**src/rtl/cmd_combo_queue.sv**
```systemverilog
`default_nettype none
// ============================================================================
// Module   : cmd_combo_queue
// Purpose  : Detects DOWN-RIGHT-PUNCH (FIREBALL) and DOWN-LEFT-KICK (SWEEP)
//            in the keyboard command stream and queues actions for game logic.
//            Define COMBO_EN to build the combo FSM and window timer.
// Revision : 1.0 - initial release
// ============================================================================
module cmd_combo_queue #(
    parameter int TIMEOUT_CYCLES = 25_000_000,
    parameter int TMR_W          = 25,
    parameter int FIFO_DEPTH     = 4
) (
    input  logic                          clk,
    input  logic                          rst,
    input  logic [3:0]                    cmd,
    input  logic                          act_ready,
    output logic                          act_valid,
    output logic [3:0]                    act_code,
    output logic                          act_combo,
    output logic [$clog2(FIFO_DEPTH):0]   level,
    output logic                          overflow
);

    localparam int              c_AW       = $clog2(FIFO_DEPTH);
    localparam logic [c_AW:0]   c_FULL     = FIFO_DEPTH[c_AW:0];
    localparam logic [c_AW:0]   c_CNT_ONE  = 1;
    localparam logic [c_AW-1:0] c_PTR_ONE  = 1;
    localparam logic [3:0]      c_LEFT     = 4'd0;
    localparam logic [3:0]      c_RIGHT    = 4'd1;
    localparam logic [3:0]      c_DOWN     = 4'd2;
    localparam logic [3:0]      c_PUNCH    = 4'd5;
    localparam logic [3:0]      c_KICK     = 4'd7;
    localparam logic [3:0]      c_FIREBALL = 4'd8;
    localparam logic [3:0]      c_SWEEP    = 4'd9;
    localparam logic [3:0]      c_EMPTY    = 4'hF;

    generate
        if (FIFO_DEPTH < 2 || (FIFO_DEPTH & (FIFO_DEPTH - 1)) != 0) begin : g_bad_depth
            $error("cmd_combo_queue: FIFO_DEPTH must be a power of two >= 2");
        end
        if ((64'd1 << TMR_W) <= 64'(TIMEOUT_CYCLES)) begin : g_bad_tmr
            $error("cmd_combo_queue: TMR_W too narrow for TIMEOUT_CYCLES");
        end
    endgenerate

    logic       w_cmd_vld;
    logic [3:0] w_push_code;

    // Codes 8-15 all behave as idle.
    assign w_cmd_vld = ~cmd[3];

`ifdef COMBO_EN
    localparam logic [1:0]       c_IDLE     = 2'd0;
    localparam logic [1:0]       c_S_D      = 2'd1;
    localparam logic [1:0]       c_S_DR     = 2'd2;
    localparam logic [1:0]       c_S_DL     = 2'd3;
    localparam logic [TMR_W-1:0] c_TMR_LAST = TMR_W'(TIMEOUT_CYCLES - 1);
    localparam logic [TMR_W-1:0] c_TMR_ONE  = 1;

    logic [1:0]       state_q, state_d;
    logic [TMR_W-1:0] tmr_q, tmr_d;

    always_comb begin
        state_d     = state_q;
        tmr_d       = tmr_q;
        w_push_code = cmd;
        if (w_cmd_vld) begin
            tmr_d = '0;
            if (cmd == c_DOWN) begin
                state_d = c_S_D;
            end else begin
                state_d = c_IDLE;
                case (state_q)
                    c_S_D: begin
                        if (cmd == c_RIGHT)     state_d = c_S_DR;
                        else if (cmd == c_LEFT) state_d = c_S_DL;
                    end
                    c_S_DR:  if (cmd == c_PUNCH) w_push_code = c_FIREBALL;
                    c_S_DL:  if (cmd == c_KICK)  w_push_code = c_SWEEP;
                    default: ;
                endcase
            end
        end else if (state_q != c_IDLE) begin
            // Last in-window cycle is TIMEOUT_CYCLES after the previous key.
            if (tmr_q == c_TMR_LAST) begin
                state_d = c_IDLE;
                tmr_d   = '0;
            end else begin
                tmr_d = tmr_q + c_TMR_ONE;
            end
        end
    end

    always_ff @(posedge clk) begin
        if (rst) begin
            state_q <= c_IDLE;
            tmr_q   <= '0;
        end else begin
            state_q <= state_d;
            tmr_q   <= tmr_d;
        end
    end

    assign act_combo = act_valid & act_code[3];
`else
    assign w_push_code = cmd;
    assign act_combo   = 1'b0;
`endif

    logic [3:0]      mem_q [FIFO_DEPTH];
    logic [3:0]      mem_d [FIFO_DEPTH];
    logic [c_AW-1:0] wr_ptr_q, wr_ptr_d;
    logic [c_AW-1:0] rd_ptr_q, rd_ptr_d;
    logic [c_AW:0]   cnt_q, cnt_d;
    logic            ovf_q, ovf_d;
    logic            w_full, w_pop, w_push;

    always_comb begin
        w_full   = (cnt_q == c_FULL);
        w_pop    = (cnt_q != '0) & act_ready;
        // A pop in the same cycle frees the slot, so a full queue can still accept.
        w_push   = w_cmd_vld & (~w_full | w_pop);
        mem_d    = mem_q;
        wr_ptr_d = wr_ptr_q;
        rd_ptr_d = rd_ptr_q;
        cnt_d    = cnt_q;
        ovf_d    = ovf_q | (w_cmd_vld & w_full & ~w_pop);
        if (w_push) begin
            mem_d[wr_ptr_q] = w_push_code;
            wr_ptr_d        = wr_ptr_q + c_PTR_ONE;
        end
        if (w_pop) begin
            rd_ptr_d = rd_ptr_q + c_PTR_ONE;
        end
        if (w_push && !w_pop)      cnt_d = cnt_q + c_CNT_ONE;
        else if (!w_push && w_pop) cnt_d = cnt_q - c_CNT_ONE;
    end

    always_ff @(posedge clk) begin
        if (rst) begin
            for (int i = 0; i < FIFO_DEPTH; i++) mem_q[i] <= c_EMPTY;
            wr_ptr_q <= '0;
            rd_ptr_q <= '0;
            cnt_q    <= '0;
            ovf_q    <= 1'b0;
        end else begin
            mem_q    <= mem_d;
            wr_ptr_q <= wr_ptr_d;
            rd_ptr_q <= rd_ptr_d;
            cnt_q    <= cnt_d;
            ovf_q    <= ovf_d;
        end
    end

    assign act_valid = (cnt_q != '0);
    assign act_code  = act_valid ? mem_q[rd_ptr_q] : c_EMPTY;
    assign level     = cnt_q;
    assign overflow  = ovf_q;

endmodule
`default_nettype wire

```
**config.mk**
```make
export PLATFORM = sky130hd
export DESIGN_NAME = cmd_combo_queue
export DESIGN_NICKNAME = d
export VERILOG_FILES = /design/src/rtl/cmd_combo_queue.sv
export SDC_FILE = /design/constraint.sdc
export NUM_CORES = 1
export LEC_CHECK = 0
export ABC_AREA = 1
export CAP_MARGIN = 20
export CORE_MARGIN = 2
export CORE_UTILIZATION = 47
export DETAILED_ROUTE_END_ITERATION = 12
export PLACE_DENSITY = 0.7
export SETUP_SLACK_MARGIN = 0.5
export SLEW_MARGIN = 5
export SYNTH_ARGS = -nofsm -noshare
export SYNTH_HDL_FRONTEND = slang
export SYNTH_SLANG_ARGS = --single-unit
```
**constraint.sdc**
```tcl
create_clock -name clk -period 2.2 [get_ports clk]
set_input_delay 0.44 -clock clk [delete_from_list [all_inputs] [get_ports clk]]
set_output_delay 0.44 -clock clk [all_outputs]
set_load 0.005 [all_outputs]
```
; ---- Yosys cells after proc, flatten, opt, wreduce, memory -nomap -nowiden
; Index checks and enable logic that the tools add are counted.
[word_totals]
register_bits = 24
output_inout_bits = 10
word_cells = 43
[classes]
muxes = 9
order_cmp = 3
reduce_logical = 7
n_bitwise = 11
n_eq_ne = 1
addsub = 4
[op_table]
columns = op, count
row1 = bitwise mux 16 bit, 1
row2 = 2-to-1 mux 4 bit, 4
row3 = binary-select mux 4 bit (select 2 bit), 1
row4 = demux 4 bit (select 2 bit), 1
row5 = greater-or-equal comparator 3 bit (second input constant), 2
row6 = 2-to-1 mux 3 bit, 2
row7 = NOT 2 -> 3 bit, 2
row8 = adder 2 x 1 -> 2 bit (second input constant), 2
row9 = bitwise AND 1 bit, 4
row10 = adder 3 x 1 -> 3 bit (second input constant), 1
row11 = == test 3 bit (second input constant), 1
row12 = logical AND 1 bit, 3
row13 = < comparator 3 x 1 -> 1 bit (second input constant), 1
row14 = NOT 1 bit, 3
row15 = nonzero test 3 bit, 1
row16 = subtractor 3 x 1 -> 3 bit (second input constant), 1
row17 = logical NOT 1 bit, 2
row18 = bitwise OR 1 bit, 2
row19 = nonzero test 2 bit, 1

; ---- Logic depth before layout (Yosys ltp)
; Gate-level depths: netlist (run 1).
[logic_depth]
depth_word = 8
ltp_mapped = 12

; ---- Worst setup path before layout (run 1)
; Ideal clock, no wire load.
[synth_path]
path_kind = reg2reg
startpoint = reg cnt_q[0] (netlist: level[0])
endpoint = reg cnt_q[2] (netlist: level[2])
required_ns = 2.087
t_arrival_ns = 1.652
stages_incl_launch_ff = 12
slack_ns = 0.435
setup_ns = 0.113
path_cell_list = dfxtp_1 > nor2_4 > a21oi_1 > ha_1 > inv_1 > fa_1 > inv_1 > nand2_1 > nand3_1 > nand2_1 > nand2_1 > nor2_1
[synth_between]
elab_chain_cells = 7
word_cells_on_any_way = 15
classes_between = add/sub (2) / eq/ne (1) / mux (2) / bitwise (4) / reduce/logical (6)
[synth_rtl]
columns = element, line_no
row1 = start: declaration, 115  ; logic [c_AW:0] cnt_q, cnt_d;
row2 = start signal: assignment, 151  ; cnt_q <= cnt_d;
row3 = nonzero test 3 bit / == test 3 bit (equally long branches), "121, 120"
row4 = bitwise AND 1 bit / NOT 1 bit (equally long branches), "121, 123"
row5 = bitwise OR 1 bit (*), 123  ; w_push = w_cmd_vld & (~w_full | w_pop);
row6 = bitwise AND 1 bit (*), 123
row7 = via w_push, 117  ; logic w_full, w_pop, w_push;
row8 = logical NOT 1 bit, 137  ; else if (!w_push && w_pop) cnt_d = cnt_q - c_CNT_ONE;
row9 = logical AND 1 bit, 137
row10 = nonzero test 2 bit (no source line), n/a
; Mark *: on every way through the listed nets, which the timed path passes. The rest lies on a longest branch. The select of a mux whose other input is x is not followed.
; A chain may end at the register's enable or synchronous reset.

; ---- Final worst setup path (run 1)
[layout_path]
startpoint = reg cnt_q[0] (netlist: level[0])
endpoint = out act_code[1]
[layout_between]
elab_chain_cells = 2
[layout_rtl]
columns = element, line_no
row1 = nonzero test 3 bit, 156  ; assign act_valid = (cnt_q != '0);
row2 = 2-to-1 mux 4 bit, 157  ; assign act_code = act_valid ? mem_q[rd_ptr_q] : c_EMPTY;
row3 = end: declaration, 19  ; output logic [3:0] act_code,
; Every way passes these cells.

==> metrics.csv, run 1 <==
stage,metric,value,unit
outcome,status,completed,
finish,Layout Nets,208,
timing,fin crit share,0.785,
die,row count,18,
synthesis,top area cells in the synthesized netlist,"dfxtp_1 (41%), nand2_1 (15%), nand3_1 (8.5%), nand4_1 (6.4%), ha_1 (5.3%)",
cts,Root Buffer,clkbuf_4,
synthesis,cell taking the most area after synthesis,dfxtp_1,
synthesis,prevailing post-synth register cell,dfxtp_1,
grt,overall global routing resource usage,0.216,
die,die area,2930,sq um
placement,gpl congestion,0.781,
synthesis,post-synth cell types,23,
setup_path,Setup CP Type,reg2out,
placement,placed insts,205,
synthesis,Syn Nets,173,
grt,initial antenna violation count,0,
grt,first-pass GRT wire length,4550,microns
grt,Overflow after GRT,0,
synthesis,number of synthesized register bits,24,
timing,Final min period,1.73,ns
timing,final count of pins violating max slew,0,
finish,Post-Layout Cell Count,223,
setup_path,"Data arrival, critical path",1.29,ns
detailed_routing,total number of vias,1177,
setup_path,Critical Path RT,1.76,ns
setup_path,startpoint type of the worst setup path,flip-flop,
die,Die W,54.1,microns
grt,vias in the first global route,1039,
synthesis,Mean Syn Cell Area,7.38,sq um
power_and_ir_drop,Peak VDD IR,0.787,mV
synthesis,number of synthesized flops with an enable pin,0,
cts,clk sinks,24,
synthesis,share of the synthesized area in the top cell type,0.407,
power_and_ir_drop,Leak,0.752,nW
finish,Syn-to-layout area delta,34.7,%
timing,RSZ-0062 raised after global routing,true,
die,core area,2430,sq um
flow_run,Max Cap Violations,0,
placement,DP HPWL,1890,microns
finish,share of cells above drive strength 1,0.285,
power_and_ir_drop,PD cells,1060,nW/um^2
worst_hold_path,Worst Hold Class,reg2reg,
cts,TritonCTS clock tree,done,
synthesis,Yosys warnings,0,
setup_path,critical path capture point type,output pin,
die,Initial Util,0.486,
die,Die Ht,54.1,microns
timing,Final Skew,0.00375,ns
detailed_routing,vias per inst,5.28,
placement,IO buf count,15,
synthesis,Synth Instances,160,
timing,setup TNS,0,ns
detailed_routing,residual DRC count,0,
die,I/O pin cnt,17,
cts,CTS Buffer Depth,2,
detailed_routing,ANT nets after route,0,
setup_path,largest fanout on the critical path,4,
cts,"Reg clk slew, reported paths",0.13,ns
cts,worst-skew pair later-pin latency,0.31,ns
detailed_routing,Pre-antenna DRT Iters,4,
detailed_routing,Iteration-0 DRC Markers,47,
timing,final count of negative-setup-slack endpoints,0,
cts,H-tree depth,1,
detailed_routing,post-DR wirelength/cell,13.3,microns
timing,Fmax,579,MHz
grt,pin count of the biggest net entering global routing,20,
synthesis,ys async rst share,0,
synthesis,Synth Cell Area,1180,sq um
finish,n_diodes,0,
cts,TritonCTS Buffers,3,
timing,"Hold Vio Cnt, Final",0,
detailed_routing,Total Wirelength,2960,microns
finish,filler cell count,211,
synthesis,top post-synthesis cells by count,"nand2_1 (48), dfxtp_1 (24), nand3_1 (20)",
synthesis,part of the Yosys area used for sequential elements,0.407,
synthesis,top-count cell post-synth,nand2_1,
## cell families (layout without fill, tap and decap cells)
kind of cell | count (synthesis) | count (layout) | share of synthesized area
other | 1 | 1 | 0.00317
AOI/OAI and AO/OA | 17 | 17 | 0.0741
and+or+nand+nor | 95 | 95 | 0.373
xor gates and xnor gates | 1 | 1 | 0.00742
buffers and inverters | 16 | 49 | 0.0657
adders and majority gates | 6 | 6 | 0.0699
DFF | 24 | 24 | 0.407
## path summary, 6_finish.rpt
path / slack (ns) / endpoint / start / depth (start not counted)
setup / recovery: 0.47 / act_code[1] / level[0]$_SDFFE_PP0P_ / 5
setup reg to reg: 0.49 / level[1]$_SDFFE_PP0P_ / level[0]$_SDFFE_PP0P_ / 7
hold reg to reg: 0.47 / mem_q[11]$_SDFFE_PP1P_ / mem_q[11]$_SDFFE_PP1P_ / 2
hold / removal: 0.47 / mem_q[11]$_SDFFE_PP1P_ / mem_q[11]$_SDFFE_PP1P_ / 2
## cells in the final DEF (no fill, tap or decap), types with 4 or more instances in the layout
cell and instances:
nor2_1 10, nand3_1 19, buf_2 4, nand2_1 45
a21oi_1 5, buf_4 16, ha_1 4, clkdlybuf4s50_1 7
inv_2 4, nand4_1 12, dfxtp_1 20, inv_1 4
a21oi_2 5
## sequential cells by signal, summed over array words and instances, names as in the netlist
signal / count
mem_q: 16
level: 3
rd_ptr_q: 2
wr_ptr_q: 2
overflow: 1
## critical path: stages (launching register included)
cell and delay (ns):
dfxtp_4 0.38, nor2_4 0.15, nand2_4 0.08, buf_4 0.15
o21ai_1 0.08, buf_2 0.13
## routing by layer
layer | wire (microns) | track usage
met5 | 0 | 0
met3 | 129 | 0.0250
met1 | 1390 | 0.285
met2 | 1440 | 0.361
met4 | 10 | 0.0792
## repair_timing
action	CTS	global route
pin swaps	4	9
setup buffers	6	8
resized for setup	27	27
endpoints found under the setup margin	8	8
hold buffers	0	0
cloned	0	1
## stage by stage
stage / instance area [sq um] / hold WS, ns / utilization / power [W] / worst slack [ns]
detailed placement: 1390 / 0.440 / 0.571 / 0.00122 / -0.0651
CTS: 1500 / 0.463 / 0.617 / 0.00151 / 0.386
global route: 1590 / 0.496 / 0.654 / 0.00180 / 0.401
floorplan: 1180 / 0.419 / - / 0.000962 / 0.515
global placement: 1390 / 0.431 / 0.571 / 0.00120 / 0.00944
finish: 1590 / 0.467 / 0.654 / 0.00168 / 0.472
## area by class of cell
type | instances | area [sq um] | area share
clock buffers | 3 | 22.5 | 0.0142
inverters | 10 | 50.0 | 0.0314
multi-input cells | 120 | 684 | 0.430
flip-flops and latches | 24 | 493 | 0.310
well taps | 30 | 37.5 | 0.0236
repair buffers | 36 | 304 | 0.191
## power by group
group / internal (W) / switching [W]
logic: 0.000448 / 0.000458
registers: 0.000517 / 0.0000631
clock network: 0.0000640 / 0.000134
total: 0.00103 / 0.000654
Power figures use the tool's default switching activity.
==> run 2, diff against run 1 <==
Settings changed: PLACE_DENSITY 0.7 to 0.73.
Clock period 2.2 ns to 1.4 ns, I/O delays scaled along.
==> run 2 against run 1 <==
Net effect: the flow now finishes with violations (setup timing); wire length is 18% higher; non-clock buffer count up 8; critical path type is now reg2reg; worst hold slack improved by 0.011 ns; design area grew 18%; global-route usage increased by 3.4 points; sequential power up 62%; critical path depth increased by 3.
==> metrics.csv, run 2 (synthesis results as in run 1) <==
stage,metric,value,unit,change
outcome,status,finished with violations,,
outcome,failing checks,setup timing,,
finish,n_diodes,0,,unchanged
timing,setup TNS,-1.46,ns,-1.46 ns
detailed_routing,Iteration-0 DRC Markers,34,,-28%
finish,share of cells above drive strength 1,0.473,,+0.188
cts,TritonCTS clock tree,done,,
cts,CTS Hold Bufs,0,,unchanged
detailed_routing,vias per inst,5.47,,+3.6%
cts,CTS Buffer Depth,2,,unchanged
setup_path,Critical Path RT,1.66,ns,-0.10 ns
timing,final count of negative-setup-slack endpoints,8,,+8
finish,Layout Nets,217,,+4.3%
finish,most frequent cells in the layout,"nand2_1 (32), buf_4 (17), dfxtp_1 (16)",,
detailed_routing,Pre-antenna DRT Iters,5,,+1
timing,Final min period,1.71,ns,
timing,final count of pins violating max slew,0,,unchanged
cts,Root Buffer,clkbuf_4,,
timing,"Hold Vio Cnt, Final",0,,unchanged
cts,TritonCTS Buffers,3,,unchanged
flow_run,Max Cap Violations,0,,unchanged
finish,Finished Core Util,0.769,,+0.115
die,Initial Util,0.486,,unchanged
placement,gpl congestion,0.737,,-5.6%
timing,fin crit share,1.22,,
cts,H-tree depth,1,,unchanged
grt,grt met3 use,0.0528,,+0.0278
grt,"Most Used Layer, Global Route",met2,,
timing,Final Skew,0.00766,ns,+0.00391 ns
placement,IO buf count,15,,unchanged
detailed_routing,Total Wirelength,3490,microns,+18%
finish,max reg flops,16,,unchanged
detailed_routing,post-DR wirelength/cell,15.0,microns,+13%
setup_path,largest fanout on the critical path,2,,-2
grt,GR Layer Usage met2,0.420,,+0.0582
placement,Place WS,-0.653,ns,-0.588 ns
power_and_ir_drop,Tot Pwr,0.00315,W,+87%
die,I/O pin cnt,17,,unchanged
detailed_routing,residual DRC count,0,,unchanged
grt,pin count of the biggest net entering global routing,20,,unchanged
die,Die W,54.1,microns,unchanged
die,Die Ht,54.1,microns,unchanged
power_and_ir_drop,Leak,0.837,nW,+11%
grt,initial antenna violation count,0,,unchanged
grt,vias in the first global route,1147,,+10%
detailed_routing,total number of vias,1274,,+8.2%
finish,"commonest non-fill, non-tap cell in the layout",nand2_1,,
timing,Fmax,585,MHz,
power_and_ir_drop,PD cells,1680,nW/um^2,+59%
setup_path,"Data arrival, critical path",1.97,ns,+0.68 ns
setup_path,startpoint type of the worst setup path,flip-flop,,
finish,largest reg by FF count,mem_q,,
finish,Syn-to-layout area delta,58.4,%,
die,die area,2930,sq um,unchanged
cts,worst-skew pair later-pin latency,0.32,ns,about the same
grt,overall global routing resource usage,0.251,,+0.0344
grt,GR Util met1,0.319,,+0.0340
setup_path,critical path capture point type,flip-flop,,
setup_path,Setup CP Type,reg2reg,,
cts,"Reg clk slew, reported paths",0.14,ns,about the same
timing,RSZ-0062 raised after global routing,true,,
grt,Overflow after GRT,0,,unchanged
grt,first-pass GRT wire length,5200,microns,+14%
cts,clk sinks,24,,unchanged
die,core area,2430,sq um,unchanged
timing,Final WS setup,-0.311,ns,-0.783 ns
detailed_routing,ANT nets after route,0,,unchanged
worst_hold_path,Worst Hold Class,reg2reg,,
power_and_ir_drop,Peak VDD IR,1.51,mV,+92%
placement,DP HPWL,2040,microns,+8.3%
die,row count,18,,unchanged
==> run 2: critical path: stages (launching register included) <==
cell and delay (ns):
dfxtp_4 0.39, nor2_4 0.05, buf_6 0.11, a21oi_4 0.15, ha_4 0.16, inv_2 0.04
fa_2 0.55, o21ai_2 0.06, nor2_1 0.13
==> run 2: final cells by class <==
type                    instances  area, sq um
fillers                       152          562
clock buffers                   4         36.3
flip-flops and latches         24          498
repair buffers                 44          418
multi-input cells             121          833
well taps                      30         37.5
inverters                      10         47.5
==> run 2: routing by layer <==
metal  routed length (microns)  vias up
li1                          -      622
met1                      1430      589
met2                      1750       50
met3                       204       13
met4                        98        0
met5                         0        -
==> run 2: power by group <==
group	internal, W	switching [W]	leakage [nW]
Sequential	0.000818	0.000122	0.201
Clock	0.000159	0.000217	0.0210
Combinational	0.000933	0.000902	0.615
==> run 2: worst paths after layout <==
check	from	end	slack, ns	depth (start not counted)
worst max-delay path	level[0]$_SDFFE_PP0P_	level[1]$_SDFFE_PP0P_	-0.31	8
worst min register to register	overflow$_SDFF_PP0_	overflow$_SDFF_PP0_	0.48	1
worst max register to register	level[0]$_SDFFE_PP0P_	level[1]$_SDFFE_PP0P_	-0.31	8
worst min-delay path	overflow$_SDFF_PP0_	overflow$_SDFF_PP0_	0.48	1
==> run 2: what timing repair did <==
item                       4_1_cts  5_1_grt
hold endpoints to repair         0        0
gates cloned                     1        1
resized for setup               64       36
pin swaps                        8        9
setup endpoints to repair       33       33
setup buffers                    5        6
==> run 2: metrics by stage <==
stage	std cells	area, sq um	hold slack, ns
6_report	233	1870	0.479
5_1_grt	233	1870	0.505
4_1_cts	226	1710	0.476
3_5_place_dp	216	1550	0.448
3_3_place_gp	216	1550	0.432
2_1_floorplan	160	1250	0.345
